<file path="src/rtl/calc_pkg.sv">
// rtl/calc_pkg.sv - shared key codes, operator and state encodings for the keypad calculator
package calc_pkg;

    localparam logic [3:0] KEY_PLUS  = 4'hA;
    localparam logic [3:0] KEY_MINUS = 4'hB;
    localparam logic [3:0] KEY_MUL   = 4'hC;
    localparam logic [3:0] KEY_DIV   = 4'hD;
    localparam logic [3:0] KEY_CLEAR = 4'hE;
    localparam logic [3:0] KEY_DP    = 4'hF;

    typedef enum logic [1:0] {OP_PLUS, OP_MINUS, OP_MUL, OP_DIV} op_e;

    typedef enum logic [2:0] {
        S_CLEAR, S_READ, S_DIGIT, S_DP, S_OP, S_DIV, S_CHECK, S_ERROR
    } state_e;

    // Fixed trip count keeps the loop unrollable when n is not a constant.
    function automatic longint unsigned pow10(input int n);
        longint unsigned r;
        r = 64'd1;
        for (int i = 0; i < 19; i++) begin
            if (i < n) r = r * 64'd10;
        end
        return r;
    endfunction

endpackage

</file>
<file path="src/rtl/calc_divider.sv">
// rtl/calc_divider.sv - unsigned restoring divider, 2W/W, one quotient bit per cycle
module calc_divider #(
    parameter int W = 32
) (
    input  logic           clk,
    input  logic           rst_n,
    input  logic           start,
    input  logic [2*W-1:0] dividend,
    input  logic [W-1:0]   divisor,
    output logic           done,
    output logic [W-1:0]   quotient,
    output logic [W-1:0]   remainder
);

    localparam int CW = $clog2(W + 1);

    logic [W-1:0]  rem_q, rem_d, quo_q, quo_d, dvs_q, dvs_d;
    logic [CW-1:0] cnt_q, cnt_d;
    logic          done_q, done_d;
    logic [W:0]    trial;

    // Caller guarantees dividend[2W-1:W] < divisor, so the quotient fits in W bits.
    always_comb begin
        rem_d  = rem_q;
        quo_d  = quo_q;
        dvs_d  = dvs_q;
        cnt_d  = cnt_q;
        done_d = 1'b0;
        trial  = {rem_q, quo_q[W-1]};
        if (start) begin
            rem_d = dividend[2*W-1:W];
            quo_d = dividend[W-1:0];
            dvs_d = divisor;
            cnt_d = CW'(W);
        end else if (cnt_q != '0) begin
            if (trial >= {1'b0, dvs_q}) begin
                rem_d = W'(trial - {1'b0, dvs_q});
                quo_d = {quo_q[W-2:0], 1'b1};
            end else begin
                rem_d = trial[W-1:0];
                quo_d = {quo_q[W-2:0], 1'b0};
            end
            cnt_d  = cnt_q - CW'(1);
            done_d = (cnt_q == CW'(1));
        end
    end

    always_ff @(posedge clk or negedge rst_n) begin
        if (!rst_n) begin
            rem_q  <= '0;
            quo_q  <= '0;
            dvs_q  <= '0;
            cnt_q  <= '0;
            done_q <= 1'b0;
        end else begin
            rem_q  <= rem_d;
            quo_q  <= quo_d;
            dvs_q  <= dvs_d;
            cnt_q  <= cnt_d;
            done_q <= done_d;
        end
    end

    assign done      = done_q;
    assign quotient  = quo_q;
    assign remainder = rem_q;

endmodule

</file>
<file path="src/rtl/keypad_calc_fx.sv">
// rtl/keypad_calc_fx.sv - keypad fixed-point calculator top; CALC_ROUND_HALF_UP_EN rounds mul/div half away from zero
module keypad_calc_fx
    import calc_pkg::*;
#(
    parameter int INT_DIGITS  = 4,
    parameter int FRAC_DIGITS = 3,
    parameter int W           = 32
) (
    input  logic         clk,
    input  logic         rst_n,
    input  logic         key_valid,
    input  logic [3:0]   key_code,
    output logic         key_ready,
    output logic [W-1:0] display,
    output logic         error,
    output logic         busy,
    output logic         result_valid
);

    localparam logic [W-1:0]   SCALE    = W'(pow10(FRAC_DIGITS));
    localparam logic [2*W-1:0] SCALE_2W = (2*W)'(pow10(FRAC_DIGITS));
    localparam logic [W-1:0]   LIMIT    = W'(pow10(INT_DIGITS + FRAC_DIGITS) - 64'd1);
    localparam logic [2*W-1:0] LIMIT_2W = (2*W)'(pow10(INT_DIGITS + FRAC_DIGITS) - 64'd1);

    state_e       state_q, state_d;
    op_e          pend_op_q, pend_op_d, new_op_q, new_op_d, key_op;
    logic [W-1:0] mag_q, mag_d, acc_q, acc_d, display_q, display_d;
    logic [7:0]   int_cnt_q, int_cnt_d, frac_cnt_q, frac_cnt_d;
    logic [3:0]   key_q, key_d;
    logic         neg_q, neg_d, dp_q, dp_d, div_neg_q, div_neg_d;
    logic         error_q, error_d, result_valid_q, result_valid_d;
    logic         go_err;

    logic [W-1:0]   opnd, acc_mag, digit_w, int_mag, frac_mag;
    logic [2*W-1:0] prod, mul_mag, mul_res, div_dividend;
    logic           mul_neg, div_ovf, div_start, div_done;
    logic [W-1:0]   div_quo, div_rem;
    logic [W:0]     div_res;

    assign opnd     = neg_q ? -mag_q : mag_q;
    assign acc_mag  = acc_q[W-1] ? -acc_q : acc_q;
    assign digit_w  = {{(W-4){1'b0}}, key_q};
    assign int_mag  = mag_q * W'(10) + digit_w * SCALE;
    assign frac_mag = mag_q + digit_w * W'(pow10(FRAC_DIGITS - 1 - int'(frac_cnt_q)));

    // Low 2W bits of the sign-extended product equal the signed product.
    assign prod    = {{W{acc_q[W-1]}}, acc_q} * {{W{opnd[W-1]}}, opnd};
    assign mul_neg = prod[2*W-1];
    assign mul_mag = mul_neg ? -prod : prod;

    assign div_dividend = {{W{1'b0}}, acc_mag} * SCALE_2W;
    assign div_ovf      = div_dividend[2*W-1:W] >= mag_q;
    assign div_start    = (state_q == S_OP) && (pend_op_q == OP_DIV) && (mag_q != '0) && !div_ovf;

`ifdef CALC_ROUND_HALF_UP_EN
    assign mul_res = (mul_mag + (SCALE_2W >> 1)) / SCALE_2W;
    assign div_res = {1'b0, div_quo} + (({div_rem, 1'b0} >= {1'b0, mag_q}) ? (W+1)'(1) : (W+1)'(0));
`else
    assign mul_res = mul_mag / SCALE_2W;
    assign div_res = {1'b0, div_quo};
`endif

    calc_divider #(.W(W)) u_div (
        .clk       (clk),
        .rst_n     (rst_n),
        .start     (div_start),
        .dividend  (div_dividend),
        .divisor   (mag_q),
        .done      (div_done),
        .quotient  (div_quo),
        .remainder (div_rem)
    );

    always_comb begin
        case (key_code)
            KEY_MINUS: key_op = OP_MINUS;
            KEY_MUL:   key_op = OP_MUL;
            KEY_DIV:   key_op = OP_DIV;
            default:   key_op = OP_PLUS;
        endcase
    end

    always_comb begin
        state_d        = state_q;
        pend_op_d      = pend_op_q;
        new_op_d       = new_op_q;
        mag_d          = mag_q;
        acc_d          = acc_q;
        display_d      = display_q;
        int_cnt_d      = int_cnt_q;
        frac_cnt_d     = frac_cnt_q;
        key_d          = key_q;
        neg_d          = neg_q;
        dp_d           = dp_q;
        div_neg_d      = div_neg_q;
        error_d        = error_q;
        result_valid_d = 1'b0;
        go_err         = 1'b0;
        case (state_q)
            S_CLEAR: begin
                mag_d      = '0;
                acc_d      = '0;
                display_d  = '0;
                int_cnt_d  = '0;
                frac_cnt_d = '0;
                neg_d      = 1'b0;
                dp_d       = 1'b0;
                error_d    = 1'b0;
                pend_op_d  = OP_PLUS;
                state_d    = S_READ;
            end
            S_READ: if (key_valid) begin
                key_d = key_code;
                if (key_code <= 4'd9) state_d = S_DIGIT;
                else if (key_code == KEY_DP) state_d = S_DP;
                else if (key_code == KEY_CLEAR) state_d = S_CLEAR;
                else if (key_code == KEY_MINUS && int_cnt_q == '0 && frac_cnt_q == '0 && !dp_q)
                    neg_d = 1'b1;
                else begin
                    new_op_d = key_op;
                    state_d  = S_OP;
                end
            end
            S_DIGIT: begin
                state_d = S_READ;
                if (!dp_q && int_cnt_q < 8'(INT_DIGITS)) begin
                    mag_d     = int_mag;
                    int_cnt_d = int_cnt_q + 8'd1;
                end else if (dp_q && frac_cnt_q < 8'(FRAC_DIGITS)) begin
                    mag_d      = frac_mag;
                    frac_cnt_d = frac_cnt_q + 8'd1;
                end else go_err = 1'b1;
                display_d = neg_q ? -mag_d : mag_d;
            end
            S_DP: begin
                state_d = S_READ;
                if (dp_q) go_err = 1'b1;
                else dp_d = 1'b1;
            end
            S_OP: begin
                pend_op_d = new_op_q;
                state_d   = S_CHECK;
                case (pend_op_q)
                    OP_PLUS:  acc_d = acc_q + opnd;
                    OP_MINUS: acc_d = acc_q - opnd;
                    OP_MUL: begin
                        if (mul_res > LIMIT_2W) go_err = 1'b1;
                        else acc_d = mul_neg ? W'(-mul_res) : W'(mul_res);
                    end
                    default: begin
                        if (mag_q == '0 || div_ovf) go_err = 1'b1;
                        else begin
                            div_neg_d = acc_q[W-1] ^ neg_q;
                            state_d   = S_DIV;
                        end
                    end
                endcase
            end
            S_DIV: if (div_done) begin
                state_d = S_CHECK;
                if (div_res > {1'b0, LIMIT}) go_err = 1'b1;
                else acc_d = div_neg_q ? W'(-div_res) : W'(div_res);
            end
            S_CHECK: begin
                if (acc_mag > LIMIT) go_err = 1'b1;
                else begin
                    display_d      = acc_q;
                    result_valid_d = 1'b1;
                    mag_d          = '0;
                    int_cnt_d      = '0;
                    frac_cnt_d     = '0;
                    neg_d          = 1'b0;
                    dp_d           = 1'b0;
                    state_d        = S_READ;
                end
            end
            S_ERROR: if (key_valid && key_code == KEY_CLEAR) begin
                error_d = 1'b0;
                state_d = S_CLEAR;
            end
            default: state_d = S_CLEAR;
        endcase
        if (go_err) begin
            state_d   = S_ERROR;
            error_d   = 1'b1;
            display_d = '0;
        end
    end

    always_ff @(posedge clk or negedge rst_n) begin
        if (!rst_n) begin
            state_q        <= S_CLEAR;
            pend_op_q      <= OP_PLUS;
            new_op_q       <= OP_PLUS;
            mag_q          <= '0;
            acc_q          <= '0;
            display_q      <= '0;
            int_cnt_q      <= '0;
            frac_cnt_q     <= '0;
            key_q          <= '0;
            neg_q          <= 1'b0;
            dp_q           <= 1'b0;
            div_neg_q      <= 1'b0;
            error_q        <= 1'b0;
            result_valid_q <= 1'b0;
        end else begin
            state_q        <= state_d;
            pend_op_q      <= pend_op_d;
            new_op_q       <= new_op_d;
            mag_q          <= mag_d;
            acc_q          <= acc_d;
            display_q      <= display_d;
            int_cnt_q      <= int_cnt_d;
            frac_cnt_q     <= frac_cnt_d;
            key_q          <= key_d;
            neg_q          <= neg_d;
            dp_q           <= dp_d;
            div_neg_q      <= div_neg_d;
            error_q        <= error_d;
            result_valid_q <= result_valid_d;
        end
    end

    assign key_ready    = (state_q == S_READ) || (state_q == S_ERROR);
    assign busy         = (state_q == S_DIV);
    assign display      = display_q;
    assign error        = error_q;
    assign result_valid = result_valid_q;

endmodule

</file>
<file path="config.mk">
export PLATFORM = sky130hd
export DESIGN_NAME = keypad_calc_fx
export DESIGN_NICKNAME = d
export VERILOG_FILES = /design/src/rtl/calc_pkg.sv /design/src/rtl/calc_divider.sv /design/src/rtl/keypad_calc_fx.sv
export SDC_FILE = /design/constraint.sdc
export NUM_CORES = 2
export LEC_CHECK = 0
export CAP_MARGIN = 20
export CORE_UTILIZATION = 30
export CTS_BUF_LIST = sky130_fd_sc_hd__clkbuf_2
export DETAILED_ROUTE_END_ITERATION = 12
export GPL_TIMING_DRIVEN = 0
export PLACE_DENSITY = 0.53
export SLEW_MARGIN = 20
export SYNTH_ARGS = -nofsm -noshare
export SYNTH_HDL_FRONTEND = slang
export SYNTH_HIERARCHICAL = 1
export SYNTH_SLANG_ARGS = --single-unit
</file>
<file path="constraint.sdc">
create_clock -name clk -period 62.1 [get_ports clk]
set_input_delay 12.42 -clock clk [delete_from_list [all_inputs] [get_ports clk]]
set_output_delay 12.42 -clock clk [all_outputs]
set_load 0.01 [all_outputs]
</file>
# After elaboration in Yosys (flattened, before gate mapping)
# Cells that the tools add are included.
dict set report totals {
  output_inout_bits 36
  reg_bits 231
  word_cells 260
}
dict set report op_classes {
  mul 23
  div_mod_pow 1
  n_eq_ne 34
  n_bitwise 7
  order_cmp 27
  n_reduce_logical 43
  n_mux 91
  add_sub_neg 15
}
# cell count
set op_table {}
lappend op_table {{$mux 64} 18}
lappend op_table {{$mul 64x3->63 const B} 17}
lappend op_table {{$mux 32} 20}
lappend op_table {{$pmux 32 s3} 4}
lappend op_table {{$neg 32->32} 5}
lappend op_table {{$lt 5x9->1 const A} 8}
lappend op_table {{$add 32x32->32} 2}
lappend op_table {{$div 64x10->64 const B} 1}
lappend op_table {{$gt 32x24->1 const B} 2}
lappend op_table {{$gt 64x24->1 const B} 1}
lappend op_table {{$mul 32x32->64} 1}
lappend op_table {{$mul 64x3->31 const B} 1}
lappend op_table {{$neg 64->64} 1}
lappend op_table {{$sub 32x32->32} 2}
lappend op_table {{$pmux 8 s3} 2}
lappend op_table {{$mul 32x7->39 const B} 1}
lappend op_table {{$lt 4x9->1 const A} 4}
lappend op_table {{$ge 33x32->1} 1}
lappend op_table {{$add 32x14->32} 1}
lappend op_table {{$ge 10x32->1} 1}
lappend op_table {{$logic_not 32->1} 1}
lappend op_table {{$mul 32x3->31 const B} 1}
lappend op_table {{$mul 4x32->32} 1}
lappend op_table {{$mux 8} 4}
lappend op_table {{56 further kinds} 141}

# Logic depth before layout (Yosys ltp)
dict set report depth {
  depth_word 48
  ltp_mapped 230
  ltp_nobuf 192
}

# Modules after synthesis
# The synthesis kept the hierarchy.
# mod cells_per_inst area_per_inst_um2 n_inst
set modules_own_cells {}
lappend modules_own_cells {keypad_calc_fx 12175 101093.2 1}
lappend modules_own_cells {calc_divider 731 6517.5 1}

# Worst setup path before layout
# OpenSTA, ideal clock, no wires.
dict set report synth_timing {
  kind {reg-to-reg}
  from {register mag_q[3]}
  to {register acc_q[5]}
  period_less_slack_ps 51739
  setup_slack_ps 10361
  stages_incl_launch_ff 206
  arrival_time_ps 51615
  path_buffers 24
  path_cell_list {dfrtp_1 -> inv_1 -> nand4_1 -> nor4_1 -> nand3_1 -> nor2_1 -> nand2_1 -> or2_2 -> o31ai_1 -> xnor2_1 -> clkbuf_1 -> clkbuf_1 -> nand2_1 -> fa_1 -> inv_1 -> fa_1 -> fa_1 -> fa_1 -> [... 170 more ...] -> a211o_1 -> a41o_1 -> buf_6 -> mux2i_1 -> o221ai_1 -> o31a_1 -> maj3_2 -> nand2_2 -> nand2_1 -> ha_1 -> nand4_1 -> or4_1 -> o41a_1 -> o211ai_1 -> and2_1 -> buf_8 -> clkbuf_1 -> mux2_2}
}
dict set report synth_via {
  elab_chain_cells 11
  word_cells_on_any_way 16
}
# item line
set synth_rtl {}
lappend synth_rtl {{start: declaration} keypad_calc_fx.sv:27} ;# logic [W-1:0] mag_q, mag_d, acc_q, acc_d, display_q, display_d;
lappend synth_rtl {{start signal: assignment} keypad_calc_fx.sv:210} ;# mag_q <= mag_d;
lappend synth_rtl {{$neg 32->32} keypad_calc_fx.sv:40} ;# assign opnd = neg_q ? -mag_q : mag_q;
lappend synth_rtl {{$mux 32 (*)} keypad_calc_fx.sv:40}
lappend synth_rtl {{$mul 32x32->64} keypad_calc_fx.sv:47} ;# assign prod = {{W{acc_q[W-1]}}, acc_q} * {{W{opnd[W-1]}}, opnd};
lappend synth_rtl {{$neg 64->64} keypad_calc_fx.sv:49} ;# assign mul_mag = mul_neg ? -prod : prod;
lappend synth_rtl {{$mux 64} keypad_calc_fx.sv:49}
lappend synth_rtl {{$div 64x10->64} keypad_calc_fx.sv:59} ;# assign mul_res = mul_mag / SCALE_2W;
lappend synth_rtl {{$neg 32->32} keypad_calc_fx.sv:148} ;# else acc_d = mul_neg ? W'(-mul_res) : W'(mul_res);
lappend synth_rtl {{$mux 32} keypad_calc_fx.sv:148}
lappend synth_rtl {{$mux 32} keypad_calc_fx.sv:147} ;# if (mul_res > LIMIT_2W) go_err = 1'b1;
lappend synth_rtl {{$pmux 32 s3} keypad_calc_fx.sv:143} ;# case (pend_op_q)
lappend synth_rtl {{$pmux 32 s3} keypad_calc_fx.sv:99} ;# case (state_q)
lappend synth_rtl {{end signal: assignment} keypad_calc_fx.sv:196} ;# acc_q <= '0;
lappend synth_rtl {{end signal: assignment} keypad_calc_fx.sv:211} ;# acc_q <= acc_d;
lappend synth_rtl {{end: declaration} keypad_calc_fx.sv:27}
# Mark *: on every way between the ends. The rest lies on a longest branch, timed or not. The select of a mux whose other input is x is not followed.
# A chain may end at the register's enable or synchronous reset.

# Final worst setup path
dict set report layout_timing {
  from {register mag_q[0]}
  to {register display_q[11] (netlist: display[11])}
}
dict set report layout_via {
  elab_chain_cells 12
  word_cells_on_any_way 27
}
# item line
set layout_rtl {}
lappend layout_rtl {{$neg 32->32} keypad_calc_fx.sv:40}
lappend layout_rtl {{$mux 32} keypad_calc_fx.sv:40}
lappend layout_rtl {{$mul 32x32->64} keypad_calc_fx.sv:47}
lappend layout_rtl {{$neg 64->64} keypad_calc_fx.sv:49}
lappend layout_rtl {{$mux 64} keypad_calc_fx.sv:49}
lappend layout_rtl {{$div 64x10->64} keypad_calc_fx.sv:59}
lappend layout_rtl {{$gt 64x24->1} keypad_calc_fx.sv:147}
lappend layout_rtl {{$mux 1} keypad_calc_fx.sv:147}
lappend layout_rtl {{$pmux 1 s2} keypad_calc_fx.sv:143}
lappend layout_rtl {{$pmux 1 s5} keypad_calc_fx.sv:99}
lappend layout_rtl {{$ne 3x3->1 (no source line) / $reduce_bool 4->1 (equally long branches)} n/a}
lappend layout_rtl {{$reduce_and 2->1 (no source line)} n/a}
lappend layout_rtl {{end signal: assignment} keypad_calc_fx.sv:212} ;# display_q <= display_d;
lappend layout_rtl {{end: declaration} keypad_calc_fx.sv:27}
# Several ways; a longest one is shown, not always the timed one. The select of a mux whose other input is x is not followed.

==> impl_metrics.env <==
export IMPL_status="finished, final reports clean"
export IMPL_rows=219
export IMPL_required_ns=62.88
export IMPL_grt_pass1_vias=92800
export IMPL_clockRootBuffer="sky130_fd_sc_hd__clkbuf_2"
export IMPL_async_reset_ff_share_pct=100
export IMPL_worstPathArrival_ns=60.03
export IMPL_cts_htree_levels=3
export IMPL_regToRegSetupSlack_ns=2.84
export IMPL_syn_area_um2=108000
export IMPL_cpPeakStageDelay_ns=0.95
export IMPL_drt_first_pass_iters=8
export IMPL_layout_nets=15600
export IMPL_summed_negative_setup_slack_over_all_endpoints_ns=0
export IMPL_place_congestion=1.00
export IMPL_ys_types=206
export IMPL_antenna_found_initial=15
export IMPL_synth_ff_type="sky130_fd_sc_hd__dfrtp_1"
export IMPL_tritoncts_clock_tree="built"
export IMPL_grt_start_max_net_pins=89
export IMPL_clock_skew_ns=0.156
export IMPL_io_pins=43
export IMPL_wire_length_of_the_first_global_routing_pass_um=581000
export IMPL_timing_setup_critical_path_class="reg -> reg"
export IMPL_slew_viol_final=0
export IMPL_antenna_left=0
export IMPL_synth_edf_count=0
export IMPL_numPlacedInstances=17700
export IMPL_rr_endpoint="display[11]"
export IMPL_post_route_minimum_period_ns=59.26
export IMPL_layout_cells_most_common="sky130_fd_sc_hd__inv_1"
export IMPL_sequential_area_share_after_synthesis_pct=5.37
export IMPL_drive_above_1_share_pct=8.78
export IMPL_utilization_pct=32.5
export IMPL_area_delta_synth_final_pct=7.80
export IMPL_core_um2=356000
export IMPL_holdBufCountCts=0
export IMPL_final_min_period_over_clock_period_pct=95.4
export IMPL_cp_slowest_cell="sky130_fd_sc_hd__clkbuf_1"
export IMPL_die_area_um2=361000
export IMPL_detailed_place_hpwl_um=321000
export IMPL_cp_common_cell="sky130_fd_sc_hd__buf_6"
export IMPL_maxcap_viol_count=0
export IMPL_finalSetupViolCount=0
export IMPL_die_y_um=601
export IMPL_grtUsageTotal_pct=20.8
export IMPL_total_via_count_in_the_routed_design=93500
export IMPL_route_detailed_drc=0
export IMPL_post_synth_cell_area_avg_um2=8.34
export IMPL_max_slew_margin_rel_pct=12.7
export IMPL_placement_io_buffers=41
export IMPL_worst_hold_path_type="reg -> reg"
export IMPL_starting_density_pct=30.2
export IMPL_final_instance_count_excl_fill=17900
export IMPL_critPathCaptureType="register"
export IMPL_reg2reg_depth=208
export IMPL_numClockSinks=231
export IMPL_routed_via_density=5.23
export IMPL_max_clock_freq_mhz=16.9
export IMPL_timing_critical_path_fanout_max=12
export IMPL_finalHoldViolations=0
export IMPL_drt_initial_drc_count=7504
export IMPL_critical_path_startpoint_type="register"
export IMPL_clock_slew_at_the_register_clock_pins_of_the_worst_setup_and_hold_paths_ns=0.10
export IMPL_worstSetupEndpoint="display[11]"
export IMPL_synth_ff_latch_count=231
export IMPL_chipWidth_um=601
export IMPL_later_pin_clock_latency_in_the_skew_report_ns=1.03
export IMPL_grt_overflow=0
export IMPL_clockBufferDepth=3
export IMPL_avgRoutedWirePerCell_um=21.4
export IMPL_detail_route_wirelength_um=382000
export IMPL_most_common_layout_cells="sky130_fd_sc_hd__inv_1 (1720), sky130_fd_sc_hd__nand2_1 (1313), sky130_fd_sc_hd__fa_1 (1310)"
export IMPL_timing_rr_start="mag_q[0]"
export IMPL_ys_warnings_count=6
export IMPL_worstMarginPinSlew_ns=1.30
export IMPL_cts_buffers_inserted=70
export IMPL_crit_start="mag_q[0]"
export IMPL_post_synth_inst_count=12900
[metrics by stage]
step	hold slack [ns]	instance area [µm²]	worst slack (ns)
after floorplan	0.464	108000	10.36
after global placement	0.481	114000	-3.28
after detailed placement	0.489	115000	-1.49
after CTS	0.515	115000	0.109
after global routing	0.543	116000	-0.0336
final	0.513	116000	2.84
[cells in the mapped netlist (41+ instances only)]
master / instances / area, µm²
sky130_fd_sc_hd__nand2_1: 1313 / 4930
sky130_fd_sc_hd__nor2b_1: 99 / 619
sky130_fd_sc_hd__o221ai_1: 41 / 359
sky130_fd_sc_hd__or3_1: 65 / 407
sky130_fd_sc_hd__nor2_1: 762 / 2860
sky130_fd_sc_hd__o211ai_1: 70 / 526
sky130_fd_sc_hd__o22ai_1: 44 / 275
sky130_fd_sc_hd__or2_2: 43 / 269
sky130_fd_sc_hd__a211oi_1: 66 / 495
sky130_fd_sc_hd__nand4_1: 92 / 576
sky130_fd_sc_hd__inv_1: 1721 / 6460
sky130_fd_sc_hd__xor2_1: 212 / 1860
sky130_fd_sc_hd__o21ai_0: 510 / 2550
sky130_fd_sc_hd__fa_1: 1314 / 26300
sky130_fd_sc_hd__a21oi_2: 47 / 412
sky130_fd_sc_hd__nand3_1: 177 / 886
sky130_fd_sc_hd__ha_1: 1145 / 14300
sky130_fd_sc_hd__dfrtp_1: 231 / 5780
sky130_fd_sc_hd__nor4_1: 43 / 269
sky130_fd_sc_hd__nand2b_1: 75 / 469
sky130_fd_sc_hd__a31oi_1: 91 / 569
sky130_fd_sc_hd__xnor2_1: 747 / 6540
sky130_fd_sc_hd__mux2i_1: 136 / 1360
sky130_fd_sc_hd__clkbuf_1: 425 / 1600
sky130_fd_sc_hd__o31ai_1: 70 / 526
sky130_fd_sc_hd__o21a_1: 59 / 443
sky130_fd_sc_hd__and2_1: 381 / 2380
sky130_fd_sc_hd__buf_6: 79 / 890
sky130_fd_sc_hd__and3_1: 47 / 294
sky130_fd_sc_hd__nor3_1: 199 / 996
sky130_fd_sc_hd__a22oi_1: 62 / 465
sky130_fd_sc_hd__a21oi_1: 709 / 3550
sky130_fd_sc_hd__o21ai_1: 73 / 365
sky130_fd_sc_hd__a21o_1: 204 / 1530
sky130_fd_sc_hd__o21bai_1: 306 / 2300
[cell families (layout without fill, tap and decap cells)]
group           count (synthesis)  count (layout)  synth area share, %
simple gates                 3645            3645                 16.7
compound gates               3004            3004                 20.1
fa+ha+maj                    2482            2482                 38.0
buf+inv                      2329            2528                 9.16
xor+xnor                     1004            1004                 8.57
flops                         231             231                 5.37
mux                           210             210                 2.13
other cells                     1              33              0.00348
[how the worst min path moves through the flow]
| stage | from | endpoint | cells past startpoint |
|---|---|---|---|
| 2_1_floorplan | int_cnt_q[2] | int_cnt_q[2] | 2 |
| 4_1_cts | int_cnt_q[7] | int_cnt_q[7] | 1 |
| 3_3_place_gp | int_cnt_q[7] | int_cnt_q[7] | 1 |
| 3_5_place_dp | int_cnt_q[7] | int_cnt_q[7] | 1 |
| 6_report | int_cnt_q[4] | int_cnt_q[4] | 1 |
| 5_1_grt | new_op_q[0] | new_op_q[0] | 1 |
[state kept, by name, indices dropped and copies added, names as in the netlist, 2 cells and up]
signal,count
acc_q,32
new_op_q,2
key_q,4
frac_cnt_q,8
display,32
mag_q,32
u_div/quotient,32
pend_op_q,2
int_cnt_q,8
u_div/cnt_q,6
state_q,3
u_div/dvs_q,32
u_div/remainder,32
[cell type report]
type | count | area [µm²]
buffer | 598 | 3400
sequential | 231 | 5780
multi-input combinational | 10400 | 92900
inverter | 1730 | 6510
clock buffer | 96 | 480
fill | 38000 | 240000
clock inverter | 18 | 113
antenna | 8 | 20.0
tap | 4751 | 5940
timing repair buffer | 86 | 887
[repair_timing]
item,4_1_cts,5_1_grt
setup endpoints to repair,68,68
resized for setup,12,130
setup buffers,0,26
pin swaps,0,17
[critical path, delay by kind of cell (launching register included)]
family,cells,cell delay (ns)
mux,10,2.98
fa+ha+maj,12,5.49
flops,1,0.77
buf+inv,32,6.07
compound gates,94,27.74
simple gates,46,11.68
xor+xnor,14,4.19
[routing by layer]
| metal | wire length (µm) | GRT usage, % |
|---|---|---|
| met1 | 174000 | 28.9 |
| met2 | 163000 | 32.3 |
| met3 | 27500 | 3.18 |
| met4 | 17800 | 7.76 |
| met5 | 44 | 0 |
Power is not shown: default switching activity piles up to over one toggle a cycle in this logic, so the estimate is an artifact.
